$ cat src/rtl/fetch_ctrl.sv
// Fetch-stage sequencer: arbitrates EX/WB redirects, load-use stalls and halt
// into PC/IF-ID enables, mux selects and pipeline flushes, with perf counters.
module fetch_ctrl #(
  parameter int unsigned CNT_W     = 16,
  parameter int unsigned STALL_MAX = 8
) (
  input  logic             clk,
  input  logic             reset,
  input  logic             stall_req,
  input  logic             branch_ex,
  input  logic             jumpreg_ex,
  input  logic             jump_wb,
  input  logic             halt_id,
  output logic             branchSel,
  output logic             Jump,
  output logic             JumpReg,
  output logic             PCWrite,
  output logic             ifid_write,
  output logic             flush_ifid,
  output logic             flush_idex,
  output logic             flush_exmem,
  output logic             halted,
  output logic [CNT_W-1:0] redirect_cnt,
  output logic [CNT_W-1:0] stall_cnt,
  output logic             stall_err
);

  typedef enum logic [1:0] {BOOT, RUN, STALL, HALT} state_t;

  localparam int unsigned RUN_W = (STALL_MAX < 2) ? 1 : $clog2(STALL_MAX + 1);
  localparam logic [RUN_W:0] RUN_MAX = (RUN_W + 1)'(STALL_MAX);

  state_t state, next;
  logic redirect, stall_path;
  logic [RUN_W-1:0] stall_run;
  logic [RUN_W:0]   run_inc;

  assign redirect = (state != BOOT) && (jump_wb || jumpreg_ex || branch_ex);
  assign run_inc  = {1'b0, stall_run} + 1'b1;
  assign halted   = (state == HALT);

  always_ff @(posedge clk or posedge reset) begin
    if (reset) state <= BOOT;
    else       state <= next;
  end

  always_comb begin
    next = state;
    unique case (state)
      BOOT: next = RUN;
      HALT: next = redirect ? RUN : HALT;
      default: begin
        if (redirect)       next = RUN;
        else if (stall_req) next = STALL;
        else if (halt_id)   next = HALT;
        else                next = RUN;
      end
    endcase
  end

  // Oldest instruction wins: WB jump, then EX jr, then EX branch.
  always_comb begin
    branchSel   = 1'b0;
    Jump        = 1'b0;
    JumpReg     = 1'b0;
    PCWrite     = 1'b0;
    ifid_write  = 1'b0;
    flush_ifid  = 1'b0;
    flush_idex  = 1'b0;
    flush_exmem = 1'b0;
    stall_path  = 1'b0;
    if (state == BOOT) begin
      flush_ifid  = 1'b1;
      flush_idex  = 1'b1;
      flush_exmem = 1'b1;
    end else if (jump_wb) begin
      Jump        = 1'b1;
      PCWrite     = 1'b1;
      ifid_write  = 1'b1;
      flush_ifid  = 1'b1;
      flush_idex  = 1'b1;
      flush_exmem = 1'b1;
    end else if (jumpreg_ex || branch_ex) begin
      JumpReg     = jumpreg_ex;
      branchSel   = !jumpreg_ex;
      PCWrite     = 1'b1;
      ifid_write  = 1'b1;
      flush_ifid  = 1'b1;
      flush_idex  = 1'b1;
    end else if (state != HALT && stall_req) begin
      flush_idex  = 1'b1;
      stall_path  = 1'b1;
    end else if (state == HALT || halt_id) begin
      flush_idex  = 1'b1;
    end else begin
      PCWrite     = 1'b1;
      ifid_write  = 1'b1;
    end
  end

  always_ff @(posedge clk or posedge reset) begin
    if (reset) begin
      redirect_cnt <= '0;
      stall_cnt    <= '0;
      stall_run    <= '0;
      stall_err    <= 1'b0;
    end else begin
      if (redirect && redirect_cnt != '1)
        redirect_cnt <= redirect_cnt + 1'b1;
      if (stall_path && stall_cnt != '1)
        stall_cnt <= stall_cnt + 1'b1;
      if (stall_path) begin
        if (run_inc >= RUN_MAX) begin
          stall_run <= RUN_MAX[RUN_W-1:0];
          stall_err <= 1'b1;
        end else begin
          stall_run <= run_inc[RUN_W-1:0];
        end
      end else begin
        stall_run <= '0;
      end
    end
  end

endmodule

$ cat config.mk
export PLATFORM = sky130hd
export DESIGN_NAME = fetch_ctrl
export DESIGN_NICKNAME = d
export VERILOG_FILES = /design/src/rtl/fetch_ctrl.sv
export SDC_FILE = /design/constraint.sdc
export NUM_CORES = 1
export LEC_CHECK = 0
export ABC_CLOCK_PERIOD_IN_PS = 2880
export BUFFER_PORTS_ARGS = -buffer_cell sky130_fd_sc_hd__clkbuf_2
export CAP_MARGIN = 40
export CORE_UTILIZATION = 40
export DETAILED_ROUTE_END_ITERATION = 6
export SLEW_MARGIN = 20
export SYNTH_ARGS = -nofsm -noshare
export SYNTH_HDL_FRONTEND = slang
export SYNTH_SLANG_ARGS = --single-unit
$ cat constraint.sdc
create_clock -name clk -period 2.88 [get_ports clk]
set_clock_uncertainty 0.15 [all_clocks]
set_input_delay 0.432 -clock clk [delete_from_list [all_inputs] [get_ports clk]]
set_output_delay 0.432 -clock clk [all_outputs]
set_load 0.05 [all_outputs]
# --- Yosys cells after proc, flatten, opt, wreduce, memory -nomap -nowiden ---
# Index checks and enable logic that the tools add are counted.
word_totals:
  reg_bits: 39
  latchBits: 0
  mem_bits_rw: 0
  rom_bits: 0
  in_bits: 7
  out_inout_bits: 42
  word_cells: 58
  n_memories: 0
classes:
  n_addsub: 3
  multipliers: 0
  n_div: 0
  magnitude_cmp: 1
  eq_ne: 4
  shifts: 0
  muxes: 33
  bitwise_logic: 0
  n_reduce_logical: 12
op_table:
  columns: ["op", "count"]
  rows:
  - ["16-bit by 1-bit adder with 16-bit output (second input constant)", 2]
  - ["16-bit != test (second input constant)", 2]
  - ["1-bit two-way mux", 26]
  - ["2-bit two-way mux", 4]
  - ["4-bit two-way mux", 2]
  - ["4-bit by 1-bit adder with 5-bit output (second input constant)", 1]
  - ["5-bit by 4-bit >= comparator with 1-bit output (second input constant)", 1]
  - ["1-bit logical AND", 4]
  - ["1-bit logical OR", 4]
  - ["2-bit one-hot mux with 2 select lines", 1]
  - ["2-bit == test (second input constant)", 1]
  - ["2-bit zero test", 1]
  - ["2-bit != test (second input constant)", 1]
  - ["2-bit AND reduction", 1]
  - ["2-bit nonzero test", 1]
  - ["1-bit zero test", 1]

# --- Logic depth before layout (Yosys ltp) ---
# Gate-level depths: netlist (run 1).
depth:
  ltp_word: 7
  depth_mapped: 7

# --- Worst setup path before layout (run 1) ---
# OpenSTA, ideal clock, no wires.
synth_timing:
  path_kind: "register -> output"
  startpoint: "reg state[0]"
  endpoint: "out branchSel"
  arrival_ps: 2335
  t_required_ps: 2298
  slack_ps: -37
  path_stages_with_launch: 6
  path_buffers: 1
  cell_sequence: "dfrtp_1 inv_1 ha_1 buf_6 or2_2 nor3b_1"
synth_between:
  elab_chain_cells: 2
synth_lines:
  columns: ["item", "line_no", "source"]
  rows:
  - ["start: declaration", "33", "state_t state, next;"]
  - ["start signal: assignment", "44", "else state <= next;"]
  - ["2-bit zero test", "72", "if (state == BOOT) begin"]
  - ["1-bit two-way mux", "72", null]
  - ["end: declaration", "14", "output logic branchSel,"]
# Every way passes these cells.

# --- Final worst setup path (run 1) ---
layout_timing:
  startpoint: "reg state[0]"
  endpoint: "out flush_ifid"
layout_between:
  elab_chain_cells: 2
layout_lines:
  columns: ["item", "line_no", "source"]
  rows:
  - ["2-bit zero test", "72", null]
  - ["1-bit two-way mux", "72", null]
  - ["end: declaration", "19", "output logic flush_ifid,"]
# Every way passes these cells.

==> results of run 1 <==
## cell families (layout without fill, tap and decap cells)
group / Yosys count / count (layout) / share of synthesized area (%)
flip-flops: 39 / 39 / 46.7
buffers and inverters: 13 / 66 / 3.71
XOR/XNOR: 25 / 25 / 10.5
AND/OR/NAND/NOR: 86 / 86 / 25.4
AO/OA/AOI/OAI: 21 / 21 / 6.95
adder cells (fa/ha/maj): 6 / 6 / 3.59
multiplexers: 6 / 6 / 3.12
## state kept, by name, summed over array words and instances (netlist names)
register and cells:
redirect_cnt 16, stall_cnt 16, stall_run 4, stall_err 1, state 2
## cells in the mapped netlist, types with 3 or more instances
master	n	area [um^2]
dfrtp_1	39	976
nand2_1	13	48.8
nand3_1	13	65.1
xor2_1	13	114
xnor2_1	12	105
nor2_1	11	41.3
inv_1	8	30.0
nand4_1	8	50.1
nor3_1	7	35.0
ha_1	6	75.1
nor4_1	5	31.3
o211ai_1	5	37.5
a21oi_1	4	20.0
and3_1	4	25.0
a211oi_1	3	22.5
mux2_1	3	33.8
o21ai_0	3	15.0
## final timing paths
kind / startpoint / to / slack (ns) / cells after the start
min in group clk: stall_req / state[0]$_DFF_PP0_ / 0.21 / 2
worst min register to register: stall_run[3]$_DFF_PP0_ / stall_run[0]$_DFF_PP0_ / 0.32 / 1
worst min-delay path: reset / stall_run[2]$_DFF_PP0_ / 0.07 / 3
worst max register to register: state[0]$_DFF_PP0_ / stall_cnt[1]$_DFFE_PP0P_ / 0.54 / 6
worst max-delay path: state[0]$_DFF_PP0_ / flush_ifid / 0.30 / 5
max in group asynchronous: reset / redirect_cnt[2]$_DFFE_PP0P_ / 2.15 / 3
## cell type report
cell class / count / area, um^2 / area share, %
repair buffers: 50 / 255 / 10.4
multi-input cells: 144 / 1040 / 42.2
well taps: 67 / 83.8 / 3.40
clock buffers: 7 / 76.3 / 3.09
flip-flops and latches: 39 / 976 / 39.6
inverters: 8 / 30.0 / 1.22
clock inverters: 1 / 5.00 / 0.203
## critical path, cell delays in order (launching register included)
cell,delay [ns]
dfrtp_1,0.35
inv_1,0.04
ha_1,0.38
or2_2,0.39
or3_1,0.31
clkbuf_2,0.24
## power by group
part / total, mW / switching [mW] / internal (mW)
registers: 0.767 / 0.132 / 0.636
logic: 0.648 / 0.476 / 0.172
clock network: 0.356 / 0.186 / 0.170
## stage by stage
stage	hold WS [ns]	instances	cell area (um^2)
finish	0.0739	316	2470
global route	0.132	316	2470
detailed placement	0.312	308	2380
floorplan	0.287	196	2090
global placement	0.305	308	2380
CTS	0.0961	316	2470
## per-layer routing
layer / routed length (um) / track usage (%)
met3: 197 / 4.07
met5: 0 / 0
met1: 2230 / 25.3
met4: 65 / 6.92
met2: 1800 / 25.7
==> flow_summary.json, run 1 <==
{
  "status": "finished clean",
  "cts_root_buf": "clkbuf_8",
  "port_buffers": 48,
  "postRouteAntennaNets": 0,
  "finalHoldViolCount": 0,
  "htreeDepth": 2,
  "syn_inst": 196,
  "place_congestion": 0.788,
  "critPathCaptureType": "output pin",
  "wl_um": 4290,
  "drc_errors": 0,
  "fin_ws_ns": 0.302,
  "leakagePower_nw": 1.19,
  "grt_max_degree": 40,
  "vias_per_cell": 5.22,
  "start_kind": "flop",
  "worstSkewPairLatency_ns": 0.29,
  "gr-usage-all-layers_pct": 17.6,
  "irDropWorstVdd_v": 0.000586,
  "grt_overflow": 0,
  "clkTransAtPathRegs_ns": 0.07,
  "dpl.hpwl_um": 3080,
  "syn_avg_cell_area_um2": 10.7,
  "rsz0062_at_grt": "no",
  "cts_tree": "built",
  "nets": 261,
  "cp.required_ns": 2.30,
  "ys_seq_elements": 39,
  "antenna_found_initial": 0,
  "finalSetupViolCount": 0,
  "pin_count": 49,
  "cts-resized-gates": 0,
  "clock-sinks": 39,
  "cp.arrival_ns": 2.00,
  "syn2layout_area_growth_pct": 18.1,
  "tns_ns": 0,
  "syn_nets": 209,
  "synth_flop_cell": "dfrtp_1",
  "die_x_um": 74.3,
  "synth.distinct_cells": 47,
  "path_max_fanout": 9,
  "drt_iter0_markers": 76,
  "cts-hold-fix-buffers": 0,
  "critPathKind": "flop to output pin",
  "fmax_ghz": 0.388,
  "dieArea_um2": 5510,
  "slew_violations": 0,
  "die_h_um": 74.3,
  "num-fill-cells": 462,
  "drive_above_1_share_pct": 27.7,
  "tritoncts.num_buffers": 5,
  "grt_pass1_vias": 1525,
  "final_cell_mix": "48 x clkbuf_2, 39 x dfrtp_1, 13 x nand2_1, 13 x nand3_1, 13 x xor2_1",
  "final_util_pct": 50.5,
  "cap_violations": 0,
  "slew_headroom_pct": 59.1,
  "async_flop_share_pct": 100,
  "final_common_cell": "clkbuf_2",
  "ys_warn_count": 0,
  "synth_area_um2": 2090,
  "min_period_ns": 2.58,
  "yosysSeqAreaShare_pct": 46.7,
  "initial_core_util_pct": 42.8,
  "post_cts_buffers": 0,
  "power_density_nw_per_um2": 718,
  "tightest_slew_ns": 0.608,
  "drt_first_pass_iters": 4,
  "diodes": 0,
  "vias": 1648,
  "core_um2": 4880,
  "clockBufferDepth": 2,
  "wire_per_inst_um": 13.6,
  "fin_total_pwr_mw": 1.77,
  "hold_path.class": "input port to asynchronous set/reset pin",
  "pre_cts_ws_ns": 0.540,
  "synth_edf_count": 0,
  "num_rows": 25,
  "grt_pass1_wl_um": 7300,
  "period_share_pct": 89.5
}
(Power assumes the default switching activity.)
==> run 2: changes to the inputs <==
ABC_AREA = 1   (was default)
==> run 2 against run 1 <==
  * Synthesized area up 17%
  * Maximum frequency increased by 13%
  * Clock power increased by 6.7%
  * Highest routed layer unchanged
  * Sequential cell count unchanged
  * Largest power group unchanged
  * Final cell count grew 54%
  * Clock-buffer cell count down 1
  * Sequential share of layout area is 5.1 points lower
  * Core utilization shrank 2.7 points
  * Global-route usage grew 1.9 points
==> flow_summary.json, run 2 <==
{
  "drt_iter0_markers": 77,
  "yosysSeqAreaShare_pct": 39.9,
  "dieArea_um2": 6440,
  "final_common_cell": "nand2_1",
  "cts-hold-fix-buffers": 0,
  "grt_pass1_wl_um": 9830,
  "num-fill-cells": 626,
  "syn_nets": 374,
  "vias_per_cell": 4.67,
  "synth.distinct_cells": 24,
  "slew_headroom_pct": 63.2,
  "synth_top_area_share_pct": 39.9,
  "postRouteAntennaNets": 0,
  "vias": 2275,
  "synth_common_cells": "170 x nand2_1, 42 x nor2_1, 39 x dfrtp_1, 36 x inv_1, 15 x nand3_1",
  "slew_violations": 0,
  "die_x_um": 80.2,
  "wire_per_inst_um": 11.2,
  "drc_errors": 0,
  "grt_pass1_vias": 2185,
  "place_congestion": 0.742,
  "fin_total_pwr_mw": 1.78,
  "min_period_ns": 2.29,
  "drt_first_pass_iters": 4,
  "irDropWorstVdd_v": 0.000466,
  "path_max_fanout": 5,
  "num_rows": 28,
  "synth_flop_cell": "dfrtp_1",
  "stdcell_area_um2": 2830,
  "gr-usage-all-layers_pct": 19.4,
  "finalHoldViolCount": 0,
  "clockBufferDepth": 2,
  "worstSkewPairLatency_ns": 0.30,
  "yosysMostFrequentCell": "nand2_1",
  "cts-resized-gates": 0,
  "ys_warn_count": 0,
  "tritoncts.num_buffers": 5,
  "tns_ns": 0,
  "synthTopCellsByArea": "dfrtp_1 40%, nand2_1 26%, nor2_1 6.4%",
  "post_cts_buffers": 0,
  "power_density_nw_per_um2": 630,
  "wl_um": 5470,
  "hold_path.class": "input port to asynchronous set/reset pin",
  "die_h_um": 80.2,
  "reg_top3": "redirect_cnt: 16 flops, stall_cnt: 16 flops, stall_run: 4 flops",
  "cp.arrival_ns": 1.71,
  "critPathKind": "flop to output pin",
  "antenna_found_initial": 0,
  "dpl.hpwl_um": 3990,
  "syn_avg_cell_area_um2": 6.78,
  "rsz0062_at_grt": "no",
  "synth_area_um2": 2450,
  "syn2layout_area_growth_pct": 15.6,
  "ys_seq_elements": 39,
  "cts_tree": "built",
  "clkTransAtPathRegs_ns": 0.08,
  "cap_violations": 0,
  "grt_overflow": 0,
  "status": "finished clean",
  "final_util_pct": 47.8,
  "postPlaceCellArea_um2": 2740,
  "cts_root_buf": "clkbuf_8",
  "initial_core_util_pct": 41.4,
  "drive_above_1_share_pct": 15.8,
  "start_kind": "flop",
  "fmax_ghz": 0.437,
  "async_flop_share_pct": 100,
  "pin_count": 49,
  "yosysTopAreaCell": "dfrtp_1",
  "grt_max_degree": 40,
  "syn_inst": 361,
  "diodes": 0,
  "tightest_slew_ns": 0.552,
  "nets": 425,
  "critPathCaptureType": "output pin",
  "core_um2": 5920,
  "cp.required_ns": 2.30,
  "htreeDepth": 2,
  "period_share_pct": 79.4,
  "clock-sinks": 39,
  "synth_edf_count": 0,
  "finalSetupViolCount": 0,
  "port_buffers": 48,
  "leakagePower_nw": 1.51,
  "final_cell_mix": "170 x nand2_1, 48 x clkbuf_2, 42 x nor2_1"
}
[run 2: kinds of logic (layout without fill, tap and decap cells)]
family / count (synthesis) / in the layout / synth area share [%]
adders and majority gates: 6 / 6 / 3.07
and+or+nand+nor: 244 / 244 / 40.6
xor gates and xnor gates: 12 / 12 / 4.29
DFF: 39 / 39 / 39.9
buffers and inverters: 43 / 94 / 7.97
AOI/OAI and AO/OA: 17 / 17 / 4.19
[run 2: worst max-delay path: stages (launching register included)]
cell and delay, ns:
dfrtp_1 0.35, inv_1 0.04, ha_1 0.24, nor2_1 0.30, inv_1 0.12, nand2_1 0.09, clkbuf_2 0.27
[run 2: routing by layer]
layer	GRT usage (%)	wire length, um	vias up
li1	-	-	1208
met1	24.7	2580	1026
met2	32.8	2650	33
met3	4.32	162	8
met4	5.89	74	0
met5	0	0	-
[run 2: path summary, 6_finish.rpt]
path | depth (start not counted) | startpoint | endpoint | slack, ns
setup / recovery | 6 | state[0]$_DFF_PP0_ | ifid_write | 0.59
hold reg to reg | 2 | stall_err$_DFFE_PP0P_ | stall_err$_DFFE_PP0P_ | 0.31
hold / removal | 3 | reset | redirect_cnt[10]$_DFFE_PP0P_ | 0.09
min in group clk | 2 | stall_req | state[0]$_DFF_PP0_ | 0.22
setup reg to reg | 8 | redirect_cnt[0]$_DFFE_PP0P_ | redirect_cnt[0]$_DFFE_PP0P_ | 0.73
max in group asynchronous | 3 | reset | redirect_cnt[4]$_DFFE_PP0P_ | 2.13
[run 2: power by group]
part           total [mW]  internal (mW)  switching, mW
Sequential          0.747          0.625          0.123
Combinational       0.658          0.159          0.499
Clock               0.380          0.188          0.192
Total                1.78          0.971          0.814
[run 2: cell type report]
type	count	area (um^2)	area share, %
sequential	39	976	34.5
timing repair buffer	50	255	9.01
inverter	37	141	4.99
multi-input combinational	279	1280	45.1
clock buffer	6	82.6	2.92
clock inverter	1	5.00	0.177
tap	75	93.8	3.31
[run 2: stage by stage]
stage | setup WS, ns | std cells | hold WS (ns)
6_report | 0.593 | 487 | 0.0875
3_3_place_gp | 0.818 | 480 | 0.297
4_1_cts | 0.560 | 487 | 0.105
2_1_floorplan | 0.0342 | 361 | 0.283
3_5_place_dp | 0.734 | 480 | 0.305
5_1_grt | 0.470 | 487 | 0.137
==> run 3: changes to the inputs <==
ABC_CLOCK_PERIOD_IN_PS = 2200   (was 2880)
clock period = 2.2 ns   (was 2.88 ns; I/O delays follow)
==> run 3 against run 2 <==
  * Total power rose by 30%
  * Final cell count rose by 1.0%
  * Via count rose by 1.5%
  * First-iteration DRC count rose by 38%
  * Clock-buffer cell count fell by 1
  * Register-to-register slack got worse by 0.47 ns
  * Critical endpoint is now branchSel
  * Non-clock buffer count rose by 4
  * Global-route usage fell by 0.17 points
  * Largest power group unchanged
==> flow_summary.json, run 3 (synthesized netlist as in run 2, its figures left out) <==
{
  "status": "finished clean",
  "drt_iter0_markers": 106,
  "stdcell_area_um2": 2870,
  "swShare_pct": 46.0,
  "hold_path.class": "input port to flop",
  "rr_startpoint": "redirect_cnt[0]$_DFFE_PP0P_",
  "htreeDepth": 2,
  "postPlaceCellArea_um2": 2780,
  "clkTransAtPathRegs_ns": 0.08,
  "die_x_um": 80.2,
  "cts_root_buf": "clkbuf_8",
  "post_cts_buffers": 0,
  "max_stage_delay_ns": 0.36,
  "period_share_pct": 94.1,
  "r2r_end": "redirect_cnt[13]$_DFFE_PP0P_",
  "min_period_ns": 2.07,
  "rsz0062_at_grt": "no",
  "rrSetupSlack_ns": 0.26,
  "wire_per_inst_um": 11.4,
  "cp.arrival_ns": 1.59,
  "critPathMostFrequentCell": "inv_1",
  "clock-sinks": 39,
  "tightest_slew_ns": 0.522,
  "cap_violations": 0,
  "fmax_ghz": 0.483,
  "num_rows": 28,
  "antenna_found_initial": 0,
  "path_delay_family": "buffers and inverters",
  "worstSkewPairLatency_ns": 0.29,
  "drt_first_pass_iters": 4,
  "critPathCaptureType": "output pin",
  "p_sw_mw": 1.07,
  "fin_ws_ns": 0.129,
  "postRouteAntennaNets": 0,
  "diodes": 0,
  "irDropWorstVdd_v": 0.000726,
  "cp.required_ns": 1.72,
  "p_clk_share_pct": 20.5,
  "place_congestion": 0.783,
  "vias_per_cell": 4.69,
  "worst-path-buf-inv": 3,
  "pre_cts_ws_ns": 0.172,
  "final_common_cell": "nand2_1",
  "dpl.hpwl_um": 4040,
  "finalHoldViolCount": 0,
  "drc_errors": 0,
  "crit_chain": "inv_1 -> ha_1 -> inv_1 -> nand2_1 -> nor3b_4 -> buf_2",
  "reg_top3": "redirect_cnt: 16 flops, stall_cnt: 16 flops, stall_run: 4 flops",
  "drive_above_1_share_pct": 17.0,
  "port_buffers": 48,
  "power_density_nw_per_um2": 808,
  "fin_total_pwr_mw": 2.32,
  "vias": 2308,
  "p_seq_share_pct": 42.1,
  "grt_max_degree": 40,
  "grt_overflow": 0,
  "start_kind": "flop",
  "grt_pass1_wl_um": 9530,
  "final_cell_mix": "170 x nand2_1, 47 x clkbuf_2, 42 x nor2_1",
  "min_path_cells": 2,
  "gr-usage-all-layers_pct": 19.3,
  "core_um2": 5920,
  "critPathKind": "flop to output pin",
  "pin_count": 49,
  "path_max_fanout": 5,
  "leakagePower_nw": 1.53,
  "die_h_um": 80.2,
  "intPower_mw": 1.25,
  "dieArea_um2": 6440,
  "slew_violations": 0,
  "hold_slack_ns": 0.115,
  "syn2layout_area_growth_pct": 17.4,
  "initial_core_util_pct": 41.4,
  "holdPathEnd": "state[0]$_DFF_PP0_",
  "tritoncts.num_buffers": 5,
  "grt_pass1_vias": 2121,
  "clockBufferDepth": 2,
  "cts_tree": "built",
  "wl_um": 5620,
  "worstHoldStart": "stall_req",
  "finalSetupViolCount": 0,
  "nets": 429,
  "pwr-share-comb_pct": 37.5,
  "cpMaxStageDelayCell": "dfrtp_1",
  "slew_headroom_pct": 65.2,
  "r2r_cells": 8,
  "tns_ns": 0,
  "num-fill-cells": 612
}
==> run 3: cell types whose count changed in the layout (fill, tap and decap cells not counted) <==
| cell | change |
|---|---|
| buf_2 | +1 |
| dlygate4sd3_1 | +1 |
| ha_2 | +1 |
| clkbuf_2 | -1 |
| nor3b_1 | -1 |
| nor3b_4 | +1 |
| buf_4 | +3 |
| clkinv_2 | +2 |
| ha_1 | -1 |
| clkbuf_8 | -1 |
==> run 3: layout make-up <==
class	count	area (um^2)	share of cell area [%]
Clock inverter	3	15.0	0.522
Sequential cell	39	976	34.0
Inverter	37	141	4.92
Clock buffer	5	68.8	2.39
Timing Repair Buffer	54	288	10.0
Multi-Input combinational cell	279	1290	44.9
Tap cell	75	93.8	3.27
==> run 3: what timing repair did <==
item | CTS | global route
hold endpoints to repair | 8 | 0
gates resized for setup | 0 | 2
hold buffers | 1 | 0
setup endpoints to repair | 0 | 9
==> run 3: power groups by stage <==
stage               combinational (mW)  clock (mW)  sequential [mW]
floorplan                        0.353           0             1.30
global placement                 0.865           0            0.985
detailed placement               0.874           0            0.988
CTS                              0.877       0.511            0.974
global route                     0.950       0.542            0.997
finish                           0.870       0.475            0.976
==> run 3: routing by layer <==
layer	track usage (%)	vias up	share of wire [%]
met5	0	-	0
met1	24.2	1037	47
met3	4.32	4	3.1
li1	-	1220	-
met4	6.25	0	0.75
met2	32.6	47	49
==> run 3: worst reg2reg max path, cell delays in order (launching register included) <==
cell,delay [ns]
dfrtp_1,0.45
ha_2,0.26
inv_1,0.08
nor2_4,0.17
nand2_4,0.08
o21ai_4,0.32
buf_4,0.24
nand2_1,0.07
nand2_1,0.08
==> run 3: how the worst max path moves through the flow <==
stage,start,end,cells after the start
detailed placement,redirect_cnt[0]$_DFFE_PP0P_,redirect_cnt[13]$_DFFE_PP0P_,8
floorplan,redirect_cnt[0]$_DFFE_PP0P_,redirect_cnt[0]$_DFFE_PP0P_,9
finish,state[0]$_DFF_PP0_,branchSel,6
global route,state[0]$_DFF_PP0_,branchSel,6
CTS,state[0]$_DFF_PP0_,branchSel,6
global placement,redirect_cnt[0]$_DFFE_PP0P_,redirect_cnt[14]$_DFFE_PP0P_,8
==> run 3: through the flow <==
stage               cells  utilization, %
floorplan             361               -
global placement      483            46.9
detailed placement    483            46.9
CTS                   492            48.5
global route          492            48.5
finish                492            48.5
